[src/rtl/rr_req_queue_pkg.sv]
// Shared parameters, types and grant helpers for the
// per-requester request queue in front of the round-robin arbiter.
package rr_pkg;

    localparam int NUM_REQ = 4;
    localparam int DATA_W  = 8;
    localparam int DEPTH   = 4;
    localparam int ID_W    = $clog2(NUM_REQ);
    localparam int CNT_W   = $clog2(DEPTH) + 1;
    localparam int PTR_W   = $clog2(DEPTH);

    typedef logic [DATA_W-1:0]  rr_data_t;
    typedef logic [ID_W-1:0]    rr_id_t;
    typedef logic [CNT_W-1:0]   rr_cnt_t;
    typedef logic [PTR_W-1:0]   rr_ptr_t;
    typedef logic [NUM_REQ-1:0] rr_vec_t;

    function automatic logic is_onehot(rr_vec_t v);
        return (v != '0) && ((v & (v - rr_vec_t'(1))) == '0);
    endfunction

    function automatic rr_id_t onehot_idx(rr_vec_t v);
        rr_id_t idx;
        idx = '0;
        for (int i = 0; i < NUM_REQ; i++) begin
            if (v[i]) idx = rr_id_t'(i);
        end
        return idx;
    endfunction

endpackage

[src/rtl/rr_req_queue_if.sv]
// Push / request / grant / output bundle of the request queue.
// master = requesters + arbiter + consumer, slave = the queue.
interface rr_req_queue_if;
    import rr_pkg::*;

    rr_vec_t                    push_i;
    logic [NUM_REQ*DATA_W-1:0]  push_data_i;
    rr_vec_t                    full_o;
    rr_vec_t                    req_o;
    rr_vec_t                    gnt_i;
    logic                       out_valid_o;
    rr_data_t                   out_data_o;
    rr_id_t                     out_id_o;
    logic                       err_o;

    modport master (
        output push_i, push_data_i, gnt_i,
        input  full_o, req_o, out_valid_o, out_data_o, out_id_o, err_o
    );

    modport slave (
        input  push_i, push_data_i, gnt_i,
        output full_o, req_o, out_valid_o, out_data_o, out_id_o, err_o
    );

endinterface

[src/rtl/rr_req_queue_fifo.sv]
// Single synchronous FIFO with wrap-around pointers.
// A push while full is dropped even if a pop happens on the same edge.
module rr_fifo
    import rr_pkg::*;
(
    input  logic     clk,
    input  logic     reset_n,
    input  logic     push_i,
    input  logic     pop_i,
    input  rr_data_t data_i,
    output rr_data_t data_o,
    output rr_cnt_t  count_o,
    output logic     empty_o,
    output logic     full_o
);

    rr_data_t mem_q [DEPTH];
    rr_ptr_t  wptr_q, wptr_d;
    rr_ptr_t  rptr_q, rptr_d;
    rr_cnt_t  cnt_q, cnt_d;
    logic     do_push, do_pop;

    assign empty_o = (cnt_q == '0);
    assign full_o  = (cnt_q == rr_cnt_t'(DEPTH));
    assign count_o = cnt_q;
    assign data_o  = mem_q[rptr_q];

    assign do_push = push_i && !full_o;
    assign do_pop  = pop_i && !empty_o;

    always_comb begin
        wptr_d = wptr_q;
        rptr_d = rptr_q;
        cnt_d  = cnt_q;
        if (do_push) wptr_d = wptr_q + rr_ptr_t'(1);
        if (do_pop)  rptr_d = rptr_q + rr_ptr_t'(1);
        unique case ({do_push, do_pop})
            2'b10:   cnt_d = cnt_q + rr_cnt_t'(1);
            2'b01:   cnt_d = cnt_q - rr_cnt_t'(1);
            default: cnt_d = cnt_q;
        endcase
    end

    always_ff @(posedge clk or negedge reset_n) begin
        if (!reset_n) begin
            wptr_q <= '0;
            rptr_q <= '0;
            cnt_q  <= '0;
            for (int i = 0; i < DEPTH; i++) mem_q[i] <= '0;
        end else begin
            wptr_q <= wptr_d;
            rptr_q <= rptr_d;
            cnt_q  <= cnt_d;
            if (do_push) mem_q[wptr_q] <= data_i;
        end
    end

endmodule

[src/rtl/rr_req_queue.sv]
// Per-requester request queues feeding a 4-way round-robin arbiter;
// granted head is popped into a registered, ID-tagged output port.
module rr_req_queue
    import rr_pkg::*;
(
    input logic          clk,
    input logic          reset_n,
    rr_req_queue_if.slave bus
);

    rr_vec_t  full_w, empty_w, pop_w;
    rr_data_t head_w [NUM_REQ];
    rr_cnt_t  cnt_w  [NUM_REQ];

    logic     gnt_onehot, pop_vld, gnt_bad, ovf;
    rr_id_t   gnt_idx;

    logic     valid_q, valid_d;
    rr_data_t data_q, data_d;
    rr_id_t   id_q, id_d;
    logic     err_q, err_d;

    for (genvar g = 0; g < NUM_REQ; g++) begin : g_fifo
        rr_fifo u_fifo (
            .clk     (clk),
            .reset_n (reset_n),
            .push_i  (bus.push_i[g]),
            .pop_i   (pop_w[g]),
            .data_i  (bus.push_data_i[g*DATA_W +: DATA_W]),
            .data_o  (head_w[g]),
            .count_o (cnt_w[g]),
            .empty_o (empty_w[g]),
            .full_o  (full_w[g])
        );
    end

    assign bus.req_o  = ~empty_w;
    assign bus.full_o = full_w;

    // A grant only pops when it is one-hot onto a non-empty queue.
    assign gnt_onehot = is_onehot(bus.gnt_i);
    assign gnt_idx    = onehot_idx(bus.gnt_i);
    assign pop_vld    = gnt_onehot && !empty_w[gnt_idx];
    assign gnt_bad    = (bus.gnt_i != '0) && !pop_vld;
    assign ovf        = |(bus.push_i & full_w);
    assign pop_w      = pop_vld ? bus.gnt_i : '0;

    always_comb begin
        valid_d = pop_vld;
        data_d  = data_q;
        id_d    = id_q;
        err_d   = err_q | gnt_bad | ovf;
        if (pop_vld) begin
            data_d = head_w[gnt_idx];
            id_d   = gnt_idx;
        end
    end

    always_ff @(posedge clk or negedge reset_n) begin
        if (!reset_n) begin
            valid_q <= 1'b0;
            data_q  <= '0;
            id_q    <= '0;
            err_q   <= 1'b0;
        end else begin
            valid_q <= valid_d;
            data_q  <= data_d;
            id_q    <= id_d;
            err_q   <= err_d;
        end
    end

    assign bus.out_valid_o = valid_q;
    assign bus.out_data_o  = data_q;
    assign bus.out_id_o    = id_q;
    assign bus.err_o       = err_q;

endmodule

[src/flat_wrapper.sv]
// flat-port wrapper written by rule: the top's interface ports become plain ports
module rr_req_queue_flat import rr_pkg::*;
  (clk, reset_n, bus_push_i, bus_push_data_i, bus_gnt_i, bus_full_o, bus_req_o, bus_out_valid_o, bus_out_data_o, bus_out_id_o, bus_err_o);
  rr_req_queue_if bus_i ();
  input logic clk;
  input logic reset_n;
  input wire logic [$bits(bus_i.push_i)-1:0] bus_push_i;
  input wire logic [$bits(bus_i.push_data_i)-1:0] bus_push_data_i;
  input wire logic [$bits(bus_i.gnt_i)-1:0] bus_gnt_i;
  output wire logic [$bits(bus_i.full_o)-1:0] bus_full_o;
  output wire logic [$bits(bus_i.req_o)-1:0] bus_req_o;
  output wire logic [$bits(bus_i.out_valid_o)-1:0] bus_out_valid_o;
  output wire logic [$bits(bus_i.out_data_o)-1:0] bus_out_data_o;
  output wire logic [$bits(bus_i.out_id_o)-1:0] bus_out_id_o;
  output wire logic [$bits(bus_i.err_o)-1:0] bus_err_o;
  assign bus_i.push_i = bus_push_i;
  assign bus_i.push_data_i = bus_push_data_i;
  assign bus_i.gnt_i = bus_gnt_i;
  assign bus_full_o = bus_i.full_o;
  assign bus_req_o = bus_i.req_o;
  assign bus_out_valid_o = bus_i.out_valid_o;
  assign bus_out_data_o = bus_i.out_data_o;
  assign bus_out_id_o = bus_i.out_id_o;
  assign bus_err_o = bus_i.err_o;
  rr_req_queue u_core (.clk(clk), .reset_n(reset_n), .bus(bus_i));
endmodule
[config.mk]
export PLATFORM = sky130hd
export DESIGN_NAME = rr_req_queue_flat
export DESIGN_NICKNAME = d
export VERILOG_FILES = /design/src/rtl/rr_req_queue_pkg.sv /design/src/rtl/rr_req_queue_if.sv /design/src/rtl/rr_req_queue_fifo.sv /design/src/rtl/rr_req_queue.sv /design/src/flat_wrapper.sv
export SDC_FILE = /design/constraint.sdc
export NUM_CORES = 1
export LEC_CHECK = 0
export CORE_MARGIN = 5
export CORE_UTILIZATION = 30
export DETAILED_ROUTE_END_ITERATION = 16
export SLEW_MARGIN = 40
export SYNTH_ARGS = -nofsm -noshare
export SYNTH_HDL_FRONTEND = slang
export SYNTH_SLANG_ARGS = --single-unit
[constraint.sdc]
create_clock -name clk -period 2.8 [get_ports clk]
set_clock_uncertainty 0.15 [all_clocks]
set_input_delay 0.56 -clock clk [delete_from_list [all_inputs] [get_ports clk]]
set_output_delay 0.56 -clock clk [all_outputs]
set_load 0.02 [all_outputs]
# == Word level (Yosys, flattened, before mapping) ==
# Index checks and enable logic that the tools add are counted.
# W data, S select, Z words.
# totals
ff_bits,168
output_inout_bits,20
# op_classes
reduce_logical,36
addsub,17
n_lt_le_gt_ge,14
n_bitwise,14
mux,37
n_eq_ne,12
# op_table
operator,count
$bwmux W32,4
$mux W8,14
$bmux W8 S2,5
$demux W8 S2,4
$ge A3 B3 Y1 const B,9
$not A2 Y3,9
$pmux W3 S2,4
$add A2 B1 Y2 const B,8
$logic_and A1 B1 Y1,15
$add A3 B1 Y3 const B,4
$eq A3 B3 Y1 const B,4
$logic_not A3 Y1,4
$lt A3 B1 Y1 const B,4
$sub A3 B1 Y3 const B,4
$logic_not A1 Y1,10
$and A4 B4 Y4,2
$eq A2 B1 Y1 const B,4
$eq A2 B2 Y1 const B,4
$reduce_bool A2 Y1,4
$logic_not A4 Y1,1
$mux W2,2
$mux W4,1
$not A4 Y4,1
$reduce_bool A4 Y1,1
other kinds (6),8

# == Logic depth before layout (Yosys ltp) ==
# Gate-level depths: netlist of run 1.
# depth
word_depth,11
depth_mapped,10
mapped_depth_nobuf,9

# == Cells and area by module ==
# Synthesis of run 1 repeated with hierarchy kept, for this count alone.
# hier_totals
hier_cells,534
area_unflattened_um2,7988.9
# modules_own_cells
module,cells_each,seq_area_each_um2,n_inst,area_each_um2
rr_fifo,114,975.9,4,1784.2
rr_req_queue,78,300.3,1,852.1

# == Least setup slack after synthesis of run 1 ==
# No wires, ideal clock.
# synth_timing
path_type,input port to flip-flop
start,input bus_gnt_i[3]
end,register u_core.g_fifo[0].u_fifo.cnt_q[2]
t_arrival_ns,2.307
required_time_ns,2.571
path_stages,8
setup_time_ns,0.079
slack_ns,0.263
cell_sequence,or2_2 nor4b_2 ha_1 inv_1 fa_1 xor2_1 nor2_1 xor2_1
# synth_between
elab_chain_len,9
elab_cells_between_ends,16
cone_classes,add/sub: 1; eq/ne: 2; mux: 5; bitwise: 1; reduce/logical: 7
# synth_rtl
element,line_no,source
from (decl),flat_wrapper.sv:9,input wire logic [$bits(bus_i.gnt_i)-1:0] bus_gnt_i;
$sub A4 B1 Y4 or $mux W2 (tied branches),"rr_req_queue_pkg.sv:19, rr_req_queue_pkg.sv:26",
$and A4 B4 Y4 or $bmux W1 S2 (tied branches),"rr_req_queue_pkg.sv:19, rr_req_queue.sv:43",
$logic_not A4 Y1 or $mux W1 (tied branches),"rr_req_queue_pkg.sv:19, rr_req_queue.sv:43",
$logic_and A1 B1 Y1 or $logic_not A1 Y1 (tied branches),"rr_req_queue_pkg.sv:19, rr_req_queue.sv:43",
$logic_and A1 B1 Y1 (*),rr_req_queue.sv:43,assign pop_vld = gnt_onehot && !empty_w[gnt_idx];
$mux W4 (*),rr_req_queue.sv:46,assign pop_w = pop_vld ? bus.gnt_i : '0;
$logic_and A1 B1 Y1 (*),rr_req_queue_fifo.sv:29,assign do_pop = pop_i && !empty_o;
via u_core.g_fifo[0].u_fifo.do_pop,rr_req_queue_fifo.sv:21,"logic do_push, do_pop;"
$eq A2 B1 Y1 or $eq A2 B2 Y1 (tied branches),rr_req_queue_fifo.sv:37,"unique case ({do_push, do_pop})"
$pmux W3 S2 or $reduce_bool A2 Y1 (tied branches),--,
to (signal assigned),rr_req_queue_fifo.sv:53,cnt_q <= cnt_d;
to (decl),rr_req_queue_fifo.sv:20,"rr_cnt_t cnt_q, cnt_d;"
# Mark *: on every way through the listed nets, which the timed path passes. The rest lies on a longest branch. The select of a mux whose other input is x is not followed.
# A chain may end at the register's enable or synchronous reset.

# == Final worst setup path of run 1 ==
# layout_timing
start,register u_core.g_fifo[0].u_fifo.cnt_q[0]
end,output bus_req_o[0]
# layout_between
elab_chain_len,2
# layout_rtl
element,line_no,source
$logic_not A3 Y1,rr_req_queue_fifo.sv:23,assign empty_o = (cnt_q == '0);
$not A4 Y4,rr_req_queue.sv:37,assign bus.req_o = ~empty_w;
to (decl),flat_wrapper.sv:11,output wire logic [$bits(bus_i.req_o)-1:0] bus_req_o;
# No other way between the ends.

==> results of run 1 <==
-- synthesized netlist by cell type, drive strengths merged --
cell type / number / area, um2
o211ai: 1 / 12.5
and2: 2 / 13.8
mux2i: 1 / 10.0
xor2: 13 / 114
dlymetal6s2s: 1 / 12.5
o31ai: 1 / 7.51
xnor2: 12 / 105
mux2: 129 / 1460
nand3: 1 / 5.00
clkbuf: 1 / 3.75
o2111ai: 1 / 8.76
ha: 20 / 250
buf: 20 / 130
or2: 1 / 6.26
nor2b: 5 / 33.8
nor2: 7 / 26.3
a22oi: 18 / 140
a21oi: 3 / 15.0
mux4: 32 / 721
inv: 28 / 105
o21ai: 7 / 35.0
and3: 2 / 17.5
a221o: 1 / 10.0
nor4b: 2 / 23.8
fa: 4 / 80.1
nor3: 5 / 25.0
nand2: 27 / 141
or3: 1 / 6.26
nor3b: 4 / 30.0
dfrtp: 168 / 4200
a31oi: 17 / 106
-- worst max-delay path, delay by kind of cell (launching register included) --
family | cells | cell delay (ns)
buffers and inverters | 2 | 0.81
flip-flops | 1 | 0.44
AND/OR/NAND/NOR | 1 | 0.35
-- routing by layer --
metal	track usage	up-vias
li1	-	2116
met1	0.167	2513
met2	0.218	85
met3	0.0280	19
met4	0.0386	4
met5	0	-
-- flip-flops by register name (all words and copies together), names as in the netlist --
register / cells
u_core.g_fifo.u_fifo.count_o: 12
u_core.g_fifo.u_fifo.wptr_q: 8
u_core.bus.out_valid_o: 1
u_core.g_fifo.u_fifo.mem_q: 128
u_core.bus.out_data_o: 8
u_core.bus.out_id_o: 2
u_core.g_fifo.u_fifo.rptr_q: 8
u_core.bus.err_o: 1
-- through the flow --
| step | worst slack [ns] | util | cells | area, um2 |
|---|---|---|---|---|
| after floorplan | 0.263 | - | 535 | 7860 |
| after global placement | -0.168 | 0.347 | 940 | 9000 |
| after detailed placement | -0.215 | 0.347 | 940 | 9000 |
| after CTS | 0.0976 | 0.374 | 973 | 9680 |
| after global routing | 0.0208 | 0.374 | 973 | 9690 |
| final | 0.0735 | 0.374 | 974 | 9690 |
-- path summary, 6_finish.rpt --
check                                                     endpoint  slack (ns)  cells after the start
worst min register to register  u_core.g_fifo[3].u_fifo.count_o[2]        0.35                      1
min in group asynchronous        u_core.g_fifo[3].u_fifo.mem_q[31]        0.49                      2
worst max-delay path                                  bus_req_o[0]        0.07                      3
worst max register to register  u_core.g_fifo[0].u_fifo.count_o[2]        0.45                     10
max in group asynchronous        u_core.g_fifo[1].u_fifo.mem_q[21]        1.28                      3
worst min-delay path            u_core.g_fifo[3].u_fifo.count_o[2]        0.35                      1
-- layout by cell type, fill, tap and decap left out, drive strengths merged --
cell and n:
dlygate4sd3 1, nand2 27, o2111ai 1, a221o 1, diode 1, xor2 13, a21oi 3, nand3 1
inv 28, nor4b 2, dfrtp 168, o211ai 1, or3 1, clkinv 3, clkinvlp 2, fa 4
a31oi 17, bufinv 5, o31ai 1, nor3b 4, nor2 7, xnor2 12, o21ai 7, and3 2
mux2 129, nor3 5, mux4 32, nor2b 5, buf 32, a22oi 18, clkbuf 22, and2 2
mux2i 1, clkdlybuf4s50 60, ha 20, or2 1
-- what timing repair did --
item,in CTS,in global routing
resized for setup,1,2
hold buffers,1,0
setup endpoints to repair,1,2
hold endpoints to repair,48,0
-- power groups by stage --
stage / Combinational (uW) / Clock, uW / Sequential, uW
3_5_place_dp: 4130 / 0 / 4690
6_report: 4090 / 2620 / 4660
2_1_floorplan: 3170 / 0 / 4220
3_3_place_gp: 3970 / 0 / 4570
5_1_grt: 4450 / 2770 / 4830
4_1_cts: 4150 / 2670 / 4660
-- cell type report --
cell class	count	area, um2
inverter	28	105
sequential	168	4200
clock inverter	10	191
timing repair buffer	93	880
tap	335	419
multi-input combinational	317	3420
clock buffer	22	474
fill	2384	16200
antenna	1	2.50
-- cell families after synthesis --
| group | share of synthesized area |
|---|---|
| xor gates and xnor gates | 0.0279 |
| DFF | 0.535 |
| buffers and inverters | 0.0320 |
| muxes | 0.278 |
| adders and majority gates | 0.0420 |
| AOI/OAI and AO/OA | 0.0427 |
| and+or+nand+nor | 0.0419 |
==> summary.md, run 1 <==
| Metric | Value |
|---|---|
| Unrepaired setup endpoints after global routing | `no` |
| GRT Overall Usage | `0.129` |
| Clock tree from TritonCTS | `done` |
| Net Sw Frac | `0.320` |
| Met3 WL | `788 um` |
| Final Max Slew Viols | `0` |
| Syn_area_per_cell | `14.7 um2` |
| CP Data Arrival Time | `2.02 ns` |
| R2R Path Start | `u_core.g_fifo[0].u_fifo.count_o[0]` |
| Final setup vio count | `0` |
| IO Pins | `62` |
| Synthesized flop and latch total | `168` |
| Worst vdd ir | `0.000558 V` |
| Die W | `172 um` |
| Post-synth cell types | `41` |
| Worst-Margin Slew | `0.660 ns` |
| GRT Residual Overflow | `0` |
| Die Span Y | `172 um` |
| Vias in the first global route | `5,199` |
| Hold Path Class | `reg -> reg` |
| Antenna violation net count after detailed routing | `0` |
| Critical path's largest stage delay | `0.59 ns` |
| FMAX | `367 MHz` |
| Worst Hold Slack | `0.350 ns` |
| Worst slew margin | `0.560` |
| Top sig layer | `met5` |
| Wire per inst | `18.8 um` |
| Vias/cell | `4.86` |
| Worst path slowest cell | `clkdlybuf4s50_1` |
| Syn. warnings | `0` |
| CP startpoint | `u_core.g_fifo[0].u_fifo.count_o[0]` |
| Nets | `691` |
| Status | `complete, no violations` |
| Psw | `3630 uW` |
| Gate Count Post-Synth | `535` |
| H-tree depth | `4` |
| Critical Path RT | `2.09 ns` |
| CP endpoint kind | `output port` |
| Die area | `29,500 um2` |
| Global-route wire length before repair | `29,300 um` |
| Worst skew pair latency | `0.42 ns` |
| Core area | `25,900 um2` |
| Fraction of layout cells with a size suffix above 1 | `0.390` |
| Iter 0 DRT Violations | `244` |
| # DRC | `0` |
| DRT Pass-1 Iters | `5` |
| Clock share of power | `0.230` |
| Initial antenna violation count | `2` |
| Tmin final | `2.73 ns` |
| Seq/Total Area, Yosys | `0.535` |
| Synthesized area | `7860 um2` |
| Setup TNS after final layout | `0 ns` |
| Post-detail-place hpwl | `13,300 um` |
| Leakage | `0.00405 uW` |
| Sequential power share | `0.410` |
| TritonCTS sink count | `168` |
| Wire length on met1 | `7950 um` |
| Setup repair bufs after CTS | `0` |
| Reg clk slew, reported paths | `0.06 ns` |
| Total power | `11,400 uW` |
| Hold Crit Start | `u_core.g_fifo[3].u_fifo.count_o[2]` |
| PwrDens | `1170 nW/um2` |
| CP max FO | `4` |
| P_int | `7730 uW` |
| Total Wirelength | `18,300 um` |
| Initial Util | `0.303` |
| Setup CP Type | `reg -> out` |
| CP Cell Sequence | `nor3_2, inv_1, clkdlybuf4s50_1` |
| Clock root cell | `clkbuf_16` |
| Routability Congestion | `0.779` |
| Period utilization | `0.974` |
| WL met2 | `9330 um` |
| CTS buffer count | `17` |
| Largest net degree at the start of global routing | `65` |
| Number of cell rows | `59` |
| Final hold vios | `0` |
| CTS Buffer Depth | `2` |
| DR vias | `4,737` |
| Area growth, synth to finish | `23.4%` |
| Max Cap Viol | `0` |
| Syn nets | `601` |
| Logic pwr share | `0.360` |
| PortBufs | `61` |
| CP startpoint kind | `flip-flop` |
(Power assumes the default switching activity.)
==> inputs of run 2 (changes only) <==
- SKIP_CTS_REPAIR_TIMING: not set -> 1
==> summary.md, run 2 (synthesized netlist as in run 1, its figures left out) <==
| Metric | Value |
|---|---|
| Iter 0 DRT Violations | `261` |
| Initial antenna violation count | `2` |
| M2 GR Usage | `0.218` |
| Setup WS post-layout | `0.0827 ns` |
| Number of cell rows | `59` |
| Final hold vios | `0` |
| Status | `complete, no violations` |
| Worst vdd ir | `0.000556 V` |
| Period utilization | `0.970` |
| Largest net degree at the start of global routing | `65` |
| Reg clk slew, reported paths | `0.06 ns` |
| Met3 usage | `0.0280` |
| Worst-Margin Slew | `0.660 ns` |
| Final setup vio count | `0` |
| Wire per inst | `18.8 um` |
| CP startpoint kind | `flip-flop` |
| Post-DP Area | `9000 um2` |
| Routability Congestion | `0.779` |
| IO Pins | `62` |
| GRT Overall Usage | `0.129` |
| # fillers | `2,384` |
| Fraction of layout cells with a size suffix above 1 | `0.390` |
| CP endpoint kind | `output port` |
| Worst Hold Slack | `0.350 ns` |
| Unrepaired setup endpoints after global routing | `no` |
| PwrDens | `1170 nW/um2` |
| Post-detail-place hpwl | `13,300 um` |
| FF-to-FF path depth | `10` |
| M1 GR Usage | `0.168` |
| CP Data Arrival Time | `2.01 ns` |
| FMAX | `368 MHz` |
| Core area | `25,900 um2` |
| Hold Crit Depth | `1` |
| Global-route wire length before repair | `29,300 um` |
| Hold Path Class | `reg -> reg` |
| TritonCTS sink count | `168` |
| Critical Path RT | `2.09 ns` |
| Critical path's largest stage delay | `0.59 ns` |
| Biggest register | `u_core.g_fifo.u_fifo.mem_q` |
| H-tree depth | `4` |
| Max FFs per register | `128` |
| DRT Pass-1 Iters | `6` |
| CTS Buffer Depth | `2` |
| Busiest grt layer | `met2` |
| Die area | `29,500 um2` |
| CP Cell Sequence | `nor3_2, inv_1, clkdlybuf4s50_1` |
| Most frequent cells in the layout | `dfrtp_1 (168), mux2_2 (128), clkdlybuf4s50_1 (60)` |
| Vias/cell | `4.85` |
| Clock root cell | `clkbuf_16` |
| Crit path depth | `3` |
| Area growth, synth to finish | `23.4%` |
| DR vias | `4,727` |
| Antenna violation net count after detailed routing | `0` |
| Worst slew margin | `0.560` |
| Clock tree from TritonCTS | `done` |
| Leakage | `0.00405 uW` |
| Final Max Slew Viols | `0` |
| Tmin final | `2.72 ns` |
| Die W | `172 um` |
| Worst skew pair latency | `0.42 ns` |
| PortBufs | `61` |
| Place WS | `-0.215 ns` |
| Vias in the first global route | `5,197` |
| CTS buffer count | `17` |
| Buf/Inv on CP | `2` |
| Util after Layout | `0.374` |
| CP max FO | `3` |
| Setup CP Type | `reg -> out` |
| Cell family with most CP delay | `buffers and inverters` |
| # DRC | `0` |
| Initial Util | `0.303` |
| Total Wirelength | `18,300 um` |
| Most common cell after layout, fill and taps aside | `dfrtp_1` |
| Design area | `9690 um2` |
| Max Cap Viol | `0` |
| Die Span Y | `172 um` |
| Nets | `691` |
| Worst path slowest cell | `clkdlybuf4s50_1` |
| GRT Residual Overflow | `0` |
==> run 2: cell counts in the layout (fill, tap and decap cells not counted) <==
No cell type changed its count.
==> run 2: worst register-to-register path, cell delays in order (launching register included) <==
cell     delay, ns
dfrtp_1       0.43
nor3b_1       0.26
buf_4         0.19
nor2b_1       0.07
inv_1         0.09
ha_1          0.17
inv_1         0.06
fa_1          0.42
xor2_1        0.16
nor2_1        0.12
xor2_1        0.15
==> run 2: final cells by class <==
cell class	instances	area (um2)	share of cell area
Timing Repair Buffer	93	880	0.0907
Antenna cell	1	2.50	0.000258
Inverter	28	105	0.0108
Sequential cell	168	4200	0.434
Clock buffer	22	474	0.0489
Multi-Input combinational cell	317	3420	0.353
Clock inverter	10	191	0.0197
Tap cell	335	419	0.0432
==> run 2: power by group <==
group	internal, uW	total [uW]	switching (uW)
clock	1660	2610	953
combinational	2410	4080	1680
sequential	3670	4660	991
total	7730	11400	3620
==> run 2: per-layer routing <==
layer	wire length, um	vias to the layer above	part of all wire
met2	9360	81	0.51
met1	7890	2507	0.43
li1	-	2119	-
met4	229	4	0.013
met5	21	-	0.0011
met3	818	16	0.045
==> run 2: worst paths after layout <==
check / start / to / slack (ns)
max in group asynchronous: reset_n / u_core.g_fifo[3].u_fifo.mem_q[4] / 1.28
setup / recovery: u_core.g_fifo[0].u_fifo.count_o[2] / bus_req_o[0] / 0.08
hold / removal: u_core.g_fifo[3].u_fifo.count_o[2] / u_core.g_fifo[3].u_fifo.count_o[2] / 0.35
min in group asynchronous: reset_n / u_core.g_fifo[3].u_fifo.mem_q[31] / 0.49
setup reg to reg: u_core.g_fifo[0].u_fifo.count_o[0] / u_core.g_fifo[0].u_fifo.count_o[2] / 0.46
hold reg to reg: u_core.g_fifo[3].u_fifo.count_o[2] / u_core.g_fifo[3].u_fifo.count_o[2] / 0.35
==> run 2: stage by stage <==
step | instances | setup TNS, ns | total power, uW
global route | 973 | 0 | 12100
detailed placement | 940 | -0.696 | 8810
floorplan | 535 | 0 | 7390
finish | 974 | 0 | 11400
global placement | 940 | -0.480 | 8540
CTS | 972 | -0.120 | 11500
==> edit 1 (settings of run 2) <==
The package constant `DATA_W` goes from 8 to 10.
--- a/src/rtl/rr_req_queue_pkg.sv
+++ b/src/rtl/rr_req_queue_pkg.sv
@@ -3,7 +3,7 @@
 package rr_pkg;
 
     localparam int NUM_REQ = 4;
-    localparam int DATA_W  = 8;
+    localparam int DATA_W  = 10;
     localparam int DEPTH   = 4;
     localparam int ID_W    = $clog2(NUM_REQ);
     localparam int CNT_W   = $clog2(DEPTH) + 1;
Interface: changed (resized bus_out_data_o and bus_push_data_i); port bits go from 62 to 72. The function was not compared with the original's and may differ.
==> edit 1 against run 2 <==
  * First-iteration DRC count shrank 31%
  * Wire length grew 12%
  * Sequential cell count grew 34
  * Total power grew 19%
  * Design area grew 18%
  * Area after synthesis grew 19%
  * Setup slack gained 0.079 ns
  * Synthesized cell count grew 16%
  * Largest power group unchanged
  * Critical path depth grew 9
==> edit 1: results (changes against run 2) <==
stage	metric	value	unit	change
run_status	status	completed		
placed_design	routabilityCongestion	0.7840		+0.60%
global_routing	grt_pass1_vias	5834		+12%
critical_path	critPathMaxStageDelay	0.44	ns	-0.15 ns
sta	maxSlewHeadroom	62.24	%	+6.3 points
critical_path	cp-end-kind	register		
global_routing	grtUsageTotal	11.90	%	-1.0 points
critical_path	r2r_end	u_core.g_fifo[2].u_fifo.count_o[2]		
sta	fin_crit_sh	94.23	%	-2.8 points
placed_design	dpl_cell_area	10710	µm²	+19%
detailed_routing	wl_per_cell	18.13	µm	-3.6%
power_and_ir_drop	ir_drop	383.0	µV	-31%
yosys	syn_inst	620		+16%
critical_path	reg2reg_from	u_core.g_fifo[1].u_fifo.count_o[0]		
critical_path	arrival	2.90	ns	+0.89 ns
yosys	synth_compound_area_share	3.569	%	-0.70 points
critical_path	cp-startpoint	bus_gnt_i[3]		
yosys	syn_nets	694		+15%
yosys	yosysSeqAreaShare	54.00	%	+0.49 points
detailed_routing	via_per_inst	4.679		-3.6%
final_layout	nFillCells	2863		+20%
final_layout	drive_gt1_share	37.89	%	-1.1 points
yosys	synthMuxAreaShare	29.09	%	+1.2 points
clock_tree	clockBufferDepth	3		+1
yosys	ys.flop_type	dfrtp_1		
sta	whs	0.3404	ns	-0.009393 ns
detailed_routing	drt_wl_total	20580	µm	+12%
yosys	yosys-top-cells-count	dfrtp_1, mux2_2, mux4_2		
critical_path	cp_top_family	buffers and inverters		
yosys	synth-xor-area-share	2.246	%	-0.54 points
critical_path	path_max_fanout	19		+16
clock_tree	clkLatencyLatePin	0.49	ns	+0.07 ns
power_and_ir_drop	p_leak	4.883	nW	+20%
yosys	synth.distinct_cells	39		-4.9%
critical_path	reg2reg_slack	0.43	ns	-0.03 ns
detailed_routing	drtIter0Drc	181		-31%
final_layout	num_antenna_cells	0		-1
hold_path	hold_path_end	u_core.g_fifo[1].u_fifo.mem_q[8]		
yosys	yosysWarnings	0		unchanged
yosys	synthTopCellsByArea	dfrtp_1, mux2_2, mux4_2		
global_routing	grt_pass1_wl	33700	µm	+15%
hold_path	hp-start	u_core.g_fifo[1].u_fifo.mem_q[8]		
placed_design	hpwl	14840	µm	+11%
clock_tree	cts_made_buffers	21		+4
clock_tree	h-tree-depth	1		-3
global_routing	antenna_found_initial	3		+1
placed_design	pre_cts_slack	-0.3679	ns	-0.1531 ns
detailed_routing	drt_pass1_iterations	4		-2
placed_design	port_buffers	71		+16%
yosys	synth_fa_ha_area_share	3.529	%	-0.68 points
global_routing	grt_start_max_net_pins	61		-6.2%
final_layout	nNetsFinal	799		+16%
[edit 1: area by class of cell]
type                    instances  area (µm²)  area share, %
well taps                     396       495.5          4.315
clock inverters                 8       167.7          1.460
multi-input cells             364        4038          35.16
inverters                      29       108.9         0.9480
clock buffers                  29       575.6          5.013
flip-flops and latches        202        5055          44.02
repair buffers                107        1042          9.077
[edit 1: layer usage]
metal	GRT usage, %	up-vias	wire, µm
li1	-	2455	-
met1	16.59	2760	9704
met2	19.57	72	9810
met3	2.055	22	767
met4	2.719	2	280
met5	0	-	13
[edit 1: where the power goes]
part	switching [mW]	internal (mW)	leakage (nW)
registers	0.995	4.42	2.39
clock network	1.11	1.90	0.359
logic	2.14	2.98	2.14
[edit 1: cell families (layout without fill, tap and decap cells)]
kind of cell / after synthesis / after routing
buffers and inverters: 54 / 173
adders and majority gates: 24 / 24
muxes: 202 / 202
and+or+nand+nor: 66 / 66
DFF: 202 / 202
xor gates and xnor gates: 24 / 24
AOI/OAI and AO/OA: 48 / 48
==> edit 2 (flow settings as in run 2) <==
Without the edit above. Reset style: synchronous (`reset_n`), changed in 2 clocked blocks.
--- a/src/rtl/rr_req_queue_fifo.sv
+++ b/src/rtl/rr_req_queue_fifo.sv
@@ -41,7 +41,7 @@
         endcase
     end
 
-    always_ff @(posedge clk or negedge reset_n) begin
+    always_ff @(posedge clk) begin
         if (!reset_n) begin
             wptr_q <= '0;
             rptr_q <= '0;
--- a/src/rtl/rr_req_queue.sv
+++ b/src/rtl/rr_req_queue.sv
@@ -56,7 +56,7 @@
         end
     end
 
-    always_ff @(posedge clk or negedge reset_n) begin
+    always_ff @(posedge clk) begin
         if (!reset_n) begin
             valid_q <= 1'b0;
             data_q  <= '0;
Behaviour: differs if reset_n is asserted again (counterexample within 4 cycles, from zero or initial values and one cycle with reset_n low); with reset_n held inactive, the same outputs for 4 cycles.
==> edit 2 against run 2 <==
  * Setup slack improved by 0.066 ns
  * Critical path type unchanged
  * Wire length fell by 2.3%
  * Design area rose by 0.84%
  * Sequential cell count rose by 8
  * Area after synthesis rose by 0.99%
  * Register-to-register slack got worse by 0.18 ns
  * Maximum frequency rose by 2.5%
Power is not compared: it rests on default switching activity, and its combinational part moved more than twofold at a synthesized area within 25%.
==> edit 2: results (changes against run 2) <==
stage	metric	value	unit	change
run_status	status	completed		
critical_path	reg2reg_from	u_core.g_fifo[0].u_fifo.count_o[2]		
detailed_routing	drt_pass1_iterations	4		-2
yosys	syn_inst	642		+20%
detailed_routing	drt_wl_total	17890	µm	-2.3%
critical_path	path_max_fanout	4		+1
placed_design	hpwl	13220	µm	-0.78%
yosys	synth.distinct_cells	46		+12%
yosys	synth_edf_count	128		+128
final_layout	nFillCells	2551		+7.0%
detailed_routing	drtIter0Drc	222		-15%
critical_path	slowest_stage	clkdlybuf4s50_1		
global_routing	grt_pass1_vias	5093		-2.0%
hold_path	hold_path_end	u_core.g_fifo[1].u_fifo.rptr_q[1]		
global_routing	antenna_found_initial	0		-2
placed_design	routabilityCongestion	0.7866		+0.94%
power_and_ir_drop	ir_drop	432.9	µV	
critical_path	reg2regPathDepth	9		-1
hold_path	hold_depth	2		+1
critical_path	r2r_end	u_core.g_fifo[0].u_fifo.count_o[2]		
global_routing	met3_usage	3.406	%	+0.60 points
clock_tree	h-tree-depth	4		unchanged
power_and_ir_drop	p_leak	3.675	nW	
global_routing	grtUsageTotal	12.11	%	-0.80 points
sta	tightest_slew	0.5564	ns	-0.1040 ns
global_routing	grt_start_max_net_pins	36		-45%
critical_path	critPathMaxStageDelay	0.71	ns	+0.12 ns
final_layout	nNetsFinal	789		+14%
yosys	syn_nets	692		+15%
detailed_routing	vias	4867		+3.0%
final_layout	drive_gt1_share	14.80	%	-24 points
critical_path	reg2reg_slack	0.28	ns	-0.18 ns
final_layout	largest_reg_flops	128		unchanged
yosys	ys.flop_type	edfxtp_1		
clock_tree	cts_made_buffers	17		unchanged
clock_tree	clockBufferDepth	2		unchanged
yosys	async_reset_ff_share	0	%	-100 points
placed_design	port_buffers	61		unchanged
final_layout	largest-register	u_core.g_fifo.u_fifo.mem_q		
global_routing	met1_usage	15.56	%	-1.2 points
clock_tree	cts_root_buf	clkbuf_16		
final_layout	num_antenna_cells	0		-1
global_routing	grt_pass1_wl	28120	µm	-4.0%
placed_design	pre_cts_slack	-0.2650	ns	-0.05019 ns
yosys	yosysSeqAreaShare	60.56	%	+7.0 points
clock_tree	clkLatencyLatePin	0.43	ns	
hold_path	hp-class	register to register		
hold_path	hp-start	u_core.g_fifo[1].u_fifo.rptr_q[1]		
yosys	synthTopCellsByArea	edfxtp_1, dfxtp_1, and2_1		
placed_design	dp_cells	1055		+12%
global_routing	grt_use_met2	19.73	%	-2.1 points
detailed_routing	via_per_inst	4.486		-7.6%
clock_tree	clk_pin_slew	0.07	ns	
placed_design	dpl_cell_area	9186	µm²	+2.1%
yosys	yosysWarnings	0		unchanged
yosys	yosys-top-cells-count	edfxtp_1, and2_1, nand2_1		
[edit 2: where the power goes]
| group | internal [mW] | switching, mW |
|---|---|---|
| combinational | 0.322 | 0.366 |
| clock | 1.40 | 1.01 |
| sequential | 2.98 | 0.0790 |
[edit 2: kinds of logic after synthesis]
family	count (synthesis)	synth area share, %
compound gates	69	5.267
xor+xnor	20	2.208
mux	50	8.958
flops	176	60.56
simple gates	248	17.36
fa+ha+maj	8	1.640
buf+inv	71	4.005
[edit 2: critical path: cells and delay by family (launching register included)]
family / cells / cell delay [ns]
flops: 1 / 0.37
buf+inv: 1 / 0.71
simple gates: 1 / 0.44
[edit 2: through the flow]
stage | hold WS (ns) | setup TNS, ns
floorplan | 0.2989 | 0
CTS | 0.3398 | 0
global placement | 0.3105 | -1.074
detailed placement | 0.3267 | -1.994
finish | 0.3354 | 0
global route | 0.3683 | 0
[edit 2: how the worst max path moves through the flow]
stage                                             startpoint                            endpoint  slack, ns
after floorplan                                 bus_gnt_i[3]  u_core.g_fifo[0].u_fifo.count_o[2]       0.03
after detailed placement                        bus_gnt_i[3]  u_core.g_fifo[0].u_fifo.count_o[2]      -0.26
final                     u_core.g_fifo[0].u_fifo.count_o[2]                       bus_full_o[0]       0.15
after global placement                          bus_gnt_i[3]  u_core.g_fifo[0].u_fifo.count_o[2]      -0.18
after global routing      u_core.g_fifo[0].u_fifo.count_o[2]                       bus_full_o[0]      0.008
after CTS                 u_core.g_fifo[0].u_fifo.count_o[2]                       bus_full_o[0]       0.12
[edit 2: area by class of cell]
type,instances,area (µm²),share of cell area (%)
multi-input cells,395,2811,28.76
well taps,335,419.2,4.288
repair buffers,115,1023,10.47
flip-flops and latches,176,4805,49.16
clock inverters,13,162.7,1.664
clock buffers,17,425.4,4.352
inverters,34,127.6,1.306
[edit 2: metal layers]
metal,vias up,routed length [µm]
li1,2449,-
met5,-,0
met3,23,589
met4,0,403
met2,66,8654
met1,2329,8239
